[src/rtl/getir_tamponlu.sv]
// getir_tamponlu
// Instruction-fetch stage with a prefetch queue between the L1 instruction
// cache and the decode stage. It keeps fetching into a DERINLIK-entry
// circular queue while decode is stalled. It also handles execute-stage
// redirects and decode-side flushes.
//
// Parameters
//   DERINLIK       queue depth (power of two, >= 2)
//   BASLANGIC_PS   reset PC in bytes (bits [1:0] zero)
// Ports
//   clk_i, rst_i              clock, synchronous active-high reset
//   ddb_durdur_i              decode stall: hold the queue head
//   ddb_bosalt_i              flush: empty the queue, keep the fetch PC
//   ddb_hazir_o               instruction available (same as cyo_gecerli_o)
//   ddb_yanlis_tahmin_o       one-cycle pulse after an accepted redirect
//   l1b_istek_o, l1b_adr_o    fetch request and address (PC[31:1])
//   l1b_bekle_i, l1b_deger_i  cache wait and returned instruction word
//   yrt_atlanan_ps_gecerli_i  execute redirect valid
//   yrt_atlanan_ps_i          redirect target PC[31:1]
//   cyo_gecerli_o             queue head valid
//   cyo_buyruk_o              head instruction
//   cyo_ps_o                  head PC
//   cyo_ps_artmis_o           head PC + 4 bytes
module getir_tamponlu #(
  parameter int          DERINLIK     = 4,
  parameter logic [31:0] BASLANGIC_PS = 32'h4000_0000
) (
  input  logic        clk_i,
  input  logic        rst_i,
  input  logic        ddb_durdur_i,
  input  logic        ddb_bosalt_i,
  output logic        ddb_hazir_o,
  output logic        ddb_yanlis_tahmin_o,
  output logic        l1b_istek_o,
  output logic [31:1] l1b_adr_o,
  input  logic        l1b_bekle_i,
  input  logic [31:0] l1b_deger_i,
  input  logic        yrt_atlanan_ps_gecerli_i,
  input  logic [31:1] yrt_atlanan_ps_i,
  output logic        cyo_gecerli_o,
  output logic [31:0] cyo_buyruk_o,
  output logic [31:1] cyo_ps_o,
  output logic [31:1] cyo_ps_artmis_o
);

  localparam int              AW   = $clog2(DERINLIK);
  localparam int              CW   = AW + 1;
  localparam logic [CW-1:0]   DOLU = CW'(DERINLIK);
  localparam logic [31:0]     NOP  = 32'h0000_0013;

  logic [31:1]   ps;
  logic [31:0]   buyruk_q [DERINLIK];
  logic [31:1]   ps_q     [DERINLIK];
  logic [AW-1:0] rd_ptr;
  logic [AW-1:0] wr_ptr;
  logic [CW-1:0] count;
  logic          yanlis_tahmin;

  logic          bos_degil;
  logic          dolu;
  logic          pop_istegi;
  logic          olagan;
  logic          push;
  logic          pop;
  logic [31:1]   hedef;

  // Redirect and flush both suppress any push or pop in their cycle, so
  // "olagan" marks a cycle where the queue behaves as a plain FIFO. A full
  // queue may still fetch when the head leaves in the same cycle.
  always_comb begin
    bos_degil   = (count != '0);
    dolu        = (count == DOLU);
    pop_istegi  = bos_degil && !ddb_durdur_i;
    olagan      = !rst_i && !yrt_atlanan_ps_gecerli_i && !ddb_bosalt_i;
    l1b_istek_o = olagan && (!dolu || pop_istegi);
    push        = l1b_istek_o && !l1b_bekle_i;
    pop         = olagan && pop_istegi;
    hedef       = yrt_atlanan_ps_i & ~31'h1;
  end

  // Head outputs come straight from the head entry; an empty queue shows a NOP
  // at PC 0 so decode never sees stale data.
  always_comb begin
    cyo_gecerli_o   = bos_degil;
    cyo_buyruk_o    = NOP;
    cyo_ps_o        = '0;
    cyo_ps_artmis_o = '0;
    if (bos_degil) begin
      cyo_buyruk_o    = buyruk_q[rd_ptr];
      cyo_ps_o        = ps_q[rd_ptr];
      cyo_ps_artmis_o = ps_q[rd_ptr] + 31'd2;
    end
  end

  assign ddb_hazir_o         = cyo_gecerli_o;
  assign ddb_yanlis_tahmin_o = yanlis_tahmin;
  assign l1b_adr_o           = ps;

  always_ff @(posedge clk_i) begin
    if (rst_i) begin
      ps            <= BASLANGIC_PS[31:1];
      rd_ptr        <= '0;
      wr_ptr        <= '0;
      count         <= '0;
      yanlis_tahmin <= 1'b0;
    end else if (yrt_atlanan_ps_gecerli_i) begin
      ps            <= hedef;
      rd_ptr        <= '0;
      wr_ptr        <= '0;
      count         <= '0;
      yanlis_tahmin <= 1'b1;
    end else if (ddb_bosalt_i) begin
      rd_ptr        <= '0;
      wr_ptr        <= '0;
      count         <= '0;
      yanlis_tahmin <= 1'b0;
    end else begin
      yanlis_tahmin <= 1'b0;
      if (push) begin
        wr_ptr <= wr_ptr + AW'(1);
        ps     <= ps + 31'd2;
      end
      if (pop) begin
        rd_ptr <= rd_ptr + AW'(1);
      end
      // Simultaneous push and pop leaves the count unchanged.
      if (push && !pop) begin
        count <= count + CW'(1);
      end else if (pop && !push) begin
        count <= count - CW'(1);
      end
    end
  end

  // Queue storage needs no reset; the count alone decides what is valid.
  always_ff @(posedge clk_i) begin
    if (push) begin
      buyruk_q[wr_ptr] <= l1b_deger_i;
      ps_q[wr_ptr]     <= ps;
    end
  end

endmodule

[config.mk]
export PLATFORM = sky130hd
export DESIGN_NAME = getir_tamponlu
export DESIGN_NICKNAME = d
export VERILOG_FILES = /design/src/rtl/getir_tamponlu.sv
export SDC_FILE = /design/constraint.sdc
export NUM_CORES = 1
export LEC_CHECK = 0
export CELL_PAD_IN_SITES_DETAIL_PLACEMENT = 0
export CELL_PAD_IN_SITES_GLOBAL_PLACEMENT = 1
export CORE_ASPECT_RATIO = 0.75
export CORE_MARGIN = 2
export CORE_UTILIZATION = 45
export CTS_CLUSTER_DIAMETER = 120
export CTS_CLUSTER_SIZE = 14
export DETAILED_ROUTE_END_ITERATION = 8
export PLACE_DENSITY = 0.86
export SETUP_SLACK_MARGIN = 0.5
export SLEW_MARGIN = 15
export SYNTH_ARGS = -nofsm -noshare
export SYNTH_HDL_FRONTEND = slang
export SYNTH_SLANG_ARGS = --single-unit
[constraint.sdc]
create_clock -name clk_i -period 6.25 [get_ports clk_i]
set_input_delay 1.5625 -clock clk_i [delete_from_list [all_inputs] [get_ports clk_i]]
set_output_delay 1.5625 -clock clk_i [all_outputs]
set_load 0.02 [all_outputs]
# [Word-level counts from Yosys, hierarchy flattened]
# Memories as Yosys holds them, arrays and structs flattened. A register that Yosys moved wholly into a read port is not among the register bits.
# Index checks and enable logic that the tools add are counted.
[word_totals] reg_bits=39 ram_bits=252 in_bits=69 elab_cells=56 n_memories=2
[memory_table] memory="buyruk_q" words=4 width=32 rd=1 rd_clocked_by_memory_dff=1 wr=1 line_no="52" rtl="logic [31:0] buyruk_q [DERINLIK];"
[memory_table] memory="ps_q" words=4 width=31 rd=1 rd_clocked_by_memory_dff=1 wr=1 line_no="53" rtl="logic [31:1] ps_q [DERINLIK];"
[op_classes] add_sub_neg=6 eq_ne=2 n_mux=15 bitwise=1 n_reduce_logical=24
[ops] op="31-bit two-way mux" n=5
[ops] op="31-bit by 2-bit adder with 31-bit output, second input constant" n=2
[ops] op="32-bit two-way mux" n=1
[ops] op="1-bit logical AND" n=8
[ops] op="1-bit logical NOT" n=8
[ops] op="2-bit two-way mux" n=4
[ops] op="3-bit two-way mux" n=2
[ops] op="2-bit by 1-bit adder with 2-bit output, second input constant" n=2
[ops] op="2-bit AND reduction" n=2
[ops] op="2-bit nonzero test" n=2
[ops] op="3-bit by 1-bit adder with 3-bit output, second input constant" n=1
[ops] op="3-bit equality test, second input constant" n=1
[ops] op="1-bit two-way mux" n=3
[ops] op="3-bit nonzero test" n=1
[ops] op="3-bit OR reduction" n=1
[ops] op="3-bit by 1-bit subtractor with 3-bit output, second input constant" n=1
[ops] op="2-bit by 1-bit inequality test with 1-bit output, second input constant" n=1
[ops] op="2-bit OR reduction" n=1
[ops] op="1-bit logical OR" n=1
[ops] op="1-bit inverter" n=1

# [Logic depth before layout (Yosys ltp)]
# Gate-level depths: netlist (run 1).
[depth] ltp_word=9 ltp_mapped=12 mapped_depth_nobuf=9

# [Least setup slack after synthesis (run 1)]
# No wires, ideal clock.
[synth_timing] path_type="input-to-reg" start="in yrt_atlanan_ps_gecerli_i" end="mem buyruk_q[0][0] (enable)" arrival_ps=4547 t_required_ps=5824 slack_ps=1277 path_stages=7 cell_sequence="clkbuf_1 > or3_1 > or3_1 > inv_1 > clkbuf_1 > clkbuf_1 > and2_1"
[synth_via] elab_chain_len=7
[synth_lines] item="start, declared" line_no="38" rtl="input logic yrt_atlanan_ps_gecerli_i,"
[synth_lines] item="1-bit logical NOT" line_no="74" rtl="olagan = !rst_i && !yrt_atlanan_ps_gecerli_i && !ddb_bosalt_i;"
[synth_lines] item="1-bit logical AND (2 in series)" line_no="74"
[synth_lines] item="1-bit logical AND" line_no="75" rtl="l1b_istek_o = olagan && (!dolu || pop_istegi);"
[synth_lines] item="1-bit logical AND" line_no="76" rtl="push = l1b_istek_o && !l1b_bekle_i;"
[synth_lines] item="via push" line_no="63" rtl="logic push;"
[synth_lines] item="1-bit two-way mux" line_no="137" rtl="if (push) begin"
[synth_lines] item="1-bit two-way mux (implied by the code)" line_no="138" rtl="buyruk_q[wr_ptr] <= l1b_deger_i;"
[synth_lines] item="end, declared" line_no="52"
# The timed path passes the listed nets, and every way through them passes these cells.

==> metrics, run 1 <==
number of pins with negative max-slew slack in the final report=0; Hold Crit Class=flop to flop; worst-path fanout max=15; number of clock sinks=between 200 and 300; first-iteration detailed-routing DRC count=626; Worst Reg-to-Reg Cells=5; # port buffers=roughly 190; VDD IR-drop max=approximately 0.20 mV; Total Neg Setup Slack=0 ns; clock insertion delay at the later pin of the skew report=0.52 ns; number of antenna diodes=0; total DRC errors in the routed layout=0; endpoint of the most critical register-to-register path=l1b_adr_o[25]$_SDFFE_PP0P_; number of cells produced by synthesis=800; buffer levels on the longest clock path=3; Chip Width=about 200 µm; pwr dens=between 200 and 250 nW/µm²; worst-case clock skew=roughly 0.017 ns; 1st-pass router iterations=5; WP data arrival=about 3.8 ns; starting utilization of the core area=0.458; cell type contributing the most total cell area after synthesis=edfxtp_1; timing endpoint of the critical path=cyo_ps_artmis_o[31]; top-level I/O count=198; EDFF count, synth=between 200 and 250; number of antenna violations at the first check in global routing=0; CP endpoint kind=output pin; CTS H-tree lvls=1; total track usage=0.196; core area=between 20000 and 30000 µm²; Seq/Total Area, Yosys=0.669; final weighted congestion of routability-driven global placement=roughly 0.8; Yosys Warn Count=0; residual overflow from global routing=0; run status=complete, no violations; Synth top area share=0.604; relative area change from synthesis to final layout=23.7%; Least-Margin Pin Slew=between 0.9 and 1 ns; worst max-slew margin expressed relative to the limit=0.349; max-cap viol count=0; startpoint of the lowest-slack register-to-register path=l1b_adr_o[4]$_SDFFE_PP0P_; TritonCTS clock tree=done; post-synthesis average cell area=about 15 µm²; setup slack on the worst flop-to-flop path=between 3 and 4 ns; total power=between 3 and 4 mW; Final Cycle Share=0.863; via count=approximately 7700; Synth cell types=54; Post-layout nets=approximately 1100; clock-pin transition on the worst setup and hold timing paths=roughly 0.07 ns; Root Driver=clkbuf_16; height of the die=approximately 150 µm; wire length of the first global-routing pass=about 43000 µm; minimum period implied by the final worst setup slack=5.40 ns; unrepaired setup endpoints after global routing=false; Synth area leaders=edfxtp_1 (60%), mux4_2 (10%), dfxtp_1 (6.5%); die area=approximately 29000 µm²; Routed WL=between 20000 and 30000 µm; CP required=between 4 and 5 ns; number of global-route vias before repair=7474; count of endpoints failing hold in the final timing report=0; synthesis-stage register bit count=between 200 and 300; static leakage=4.80 nW; share of post-route cells with drive strength above 1=0.118; final setup vio count=0; placement row count=52; Critical Path Start Type=flop; most common cell after layout, fill and taps aside=edfxtp_1; leading cell types in the layout, fill and taps excluded=edfxtp_1 (248), clkdlybuf4s50_1 (193), and2_1 (58), mux4_2 (55), nor2_1 (50); Antenna Nets Post-Route=0; share of synthesized registers carrying an async set or reset=0; sum of net half-perimeters after detailed placement=roughly 18000 µm; via-per-instance ratio=between 5 and 6; maximum number of pins on one net before global-route repair=63; critical path start-end classification=flop to output pin; Avg WL per Cell=approximately 21 µm; CTS buffer count=24; Primary FF master, synth=edfxtp_1; maximum clock frequency=approximately 190 MHz; Synth Cell Area=roughly 12000 µm²
metrics by stage:
stage / instances / hold slack (ns) / util / setup slack (ns) / instance area (µm²)
detailed placement: 1308 / 0.497 / 0.540 / 1.18 / 14600
finish: 1344 / 0.502 / 0.566 / 0.854 / 15300
CTS: 1343 / 0.506 / 0.565 / 0.602 / 15200
floorplan: 802 / 0.467 / - / 1.28 / 12300
global route: 1344 / 0.543 / 0.566 / 0.676 / 15300
global placement: 1308 / 0.484 / 0.540 / 1.18 / 14600
cells by family after synthesis:
group                    Yosys count  synth area share
XOR/XNOR                          21            0.0149
adder cells (fa/ha/maj)            8           0.00873
other                              1          0.000304
buffers and inverters             63            0.0245
multiplexers                      70             0.123
flip-flops                       288             0.669
AO/OA/AOI/OAI                     94            0.0462
AND/OR/NAND/NOR                  255             0.114
routing by layer:
layer	GRT usage	routed length [µm]	vias up
li1	-	-	3476
met1	0.303	13300	3834
met2	0.296	12900	319
met3	0.0328	2120	34
met4	0.0363	352	0
met5	0	0	-
how the worst min path moves through the flow:
| stage | start | to | slack (ns) | cells past startpoint |
|---|---|---|---|---|
| 3_5_place_dp | wr_ptr[1]$_SDFFE_PP0P_ | wr_ptr[1]$_SDFFE_PP0P_ | 0.50 | 2 |
| 4_1_cts | wr_ptr[1]$_SDFFE_PP0P_ | wr_ptr[1]$_SDFFE_PP0P_ | 0.51 | 2 |
| 3_3_place_gp | wr_ptr[1]$_SDFFE_PP0P_ | wr_ptr[1]$_SDFFE_PP0P_ | 0.48 | 2 |
| 6_report | wr_ptr[1]$_SDFFE_PP0P_ | wr_ptr[1]$_SDFFE_PP0P_ | 0.50 | 2 |
| 5_1_grt | wr_ptr[1]$_SDFFE_PP0P_ | wr_ptr[1]$_SDFFE_PP0P_ | 0.54 | 2 |
| 2_1_floorplan | count[2]$_SDFFE_PP0P_ | count[2]$_SDFFE_PP0P_ | 0.47 | 2 |
critical path: stages, from the launching register on:
cell and delay (ns):
dfxtp_4 0.55, mux4_1 0.50, nand4_4 0.20, or4_4 0.66, or4_1 0.53, a21oi_1 0.17
clkdlybuf4s50_1 0.69
layout make-up:
type / instances / area (µm²)
flip-flops and latches: 288 / 8260
clock inverters: 1 / 8.76
inverters: 14 / 52.6
well taps: 351 / 439
multi-input cells: 451 / 3800
repair buffers: 205 / 2040
fillers: 2164 / 11700
clock buffers: 34 / 659
state kept, by name, indices dropped and copies added (netlist names), named ones only:
signal,flops
buyruk_q,128
ddb_yanlis_tahmin_o,1
wr_ptr,2
ps_q,120
rd_ptr,2
count,3
l1b_adr_o,30
report_power, final:
part	internal [mW]	total (mW)	switching [mW]
sequential	2.11	2.14	0.0372
combinational	0.0957	0.190	0.0947
clock	0.726	1.36	0.635
total	2.93	3.70	0.767
cell usage after synthesis (15+ instances only):
| master | instances |
|---|---|
| a21oi_1 | 36 |
| and2_1 | 62 |
| clkbuf_1 | 26 |
| dfxtp_1 | 40 |
| edfxtp_1 | 248 |
| mux4_2 | 55 |
| nand2_1 | 37 |
| nand3_1 | 20 |
| nor2_1 | 50 |
| nor4_1 | 15 |
| o21ai_0 | 21 |
| or3_1 | 17 |
repair_timing:
item	in CTS	in global routing
gates resized for setup	0	2
buffers inserted	0	1
endpoints found under the setup margin	0	3
hold buffers	0	0
Power figures use the tool's default switching activity.
==> run 2: changes to the inputs <==
--- a/config.mk
+++ b/config.mk
@@ -13,6 +13,7 @@
 export CTS_CLUSTER_DIAMETER = 120
 export CTS_CLUSTER_SIZE = 14
 export DETAILED_ROUTE_END_ITERATION = 8
+export HOLD_SLACK_MARGIN = 0.1
 export PLACE_DENSITY = 0.86
 export SETUP_SLACK_MARGIN = 0.5
 export SLEW_MARGIN = 15
==> results of run 2 <==
The final DEF is identical to that of run 1; final timing and power are the same.
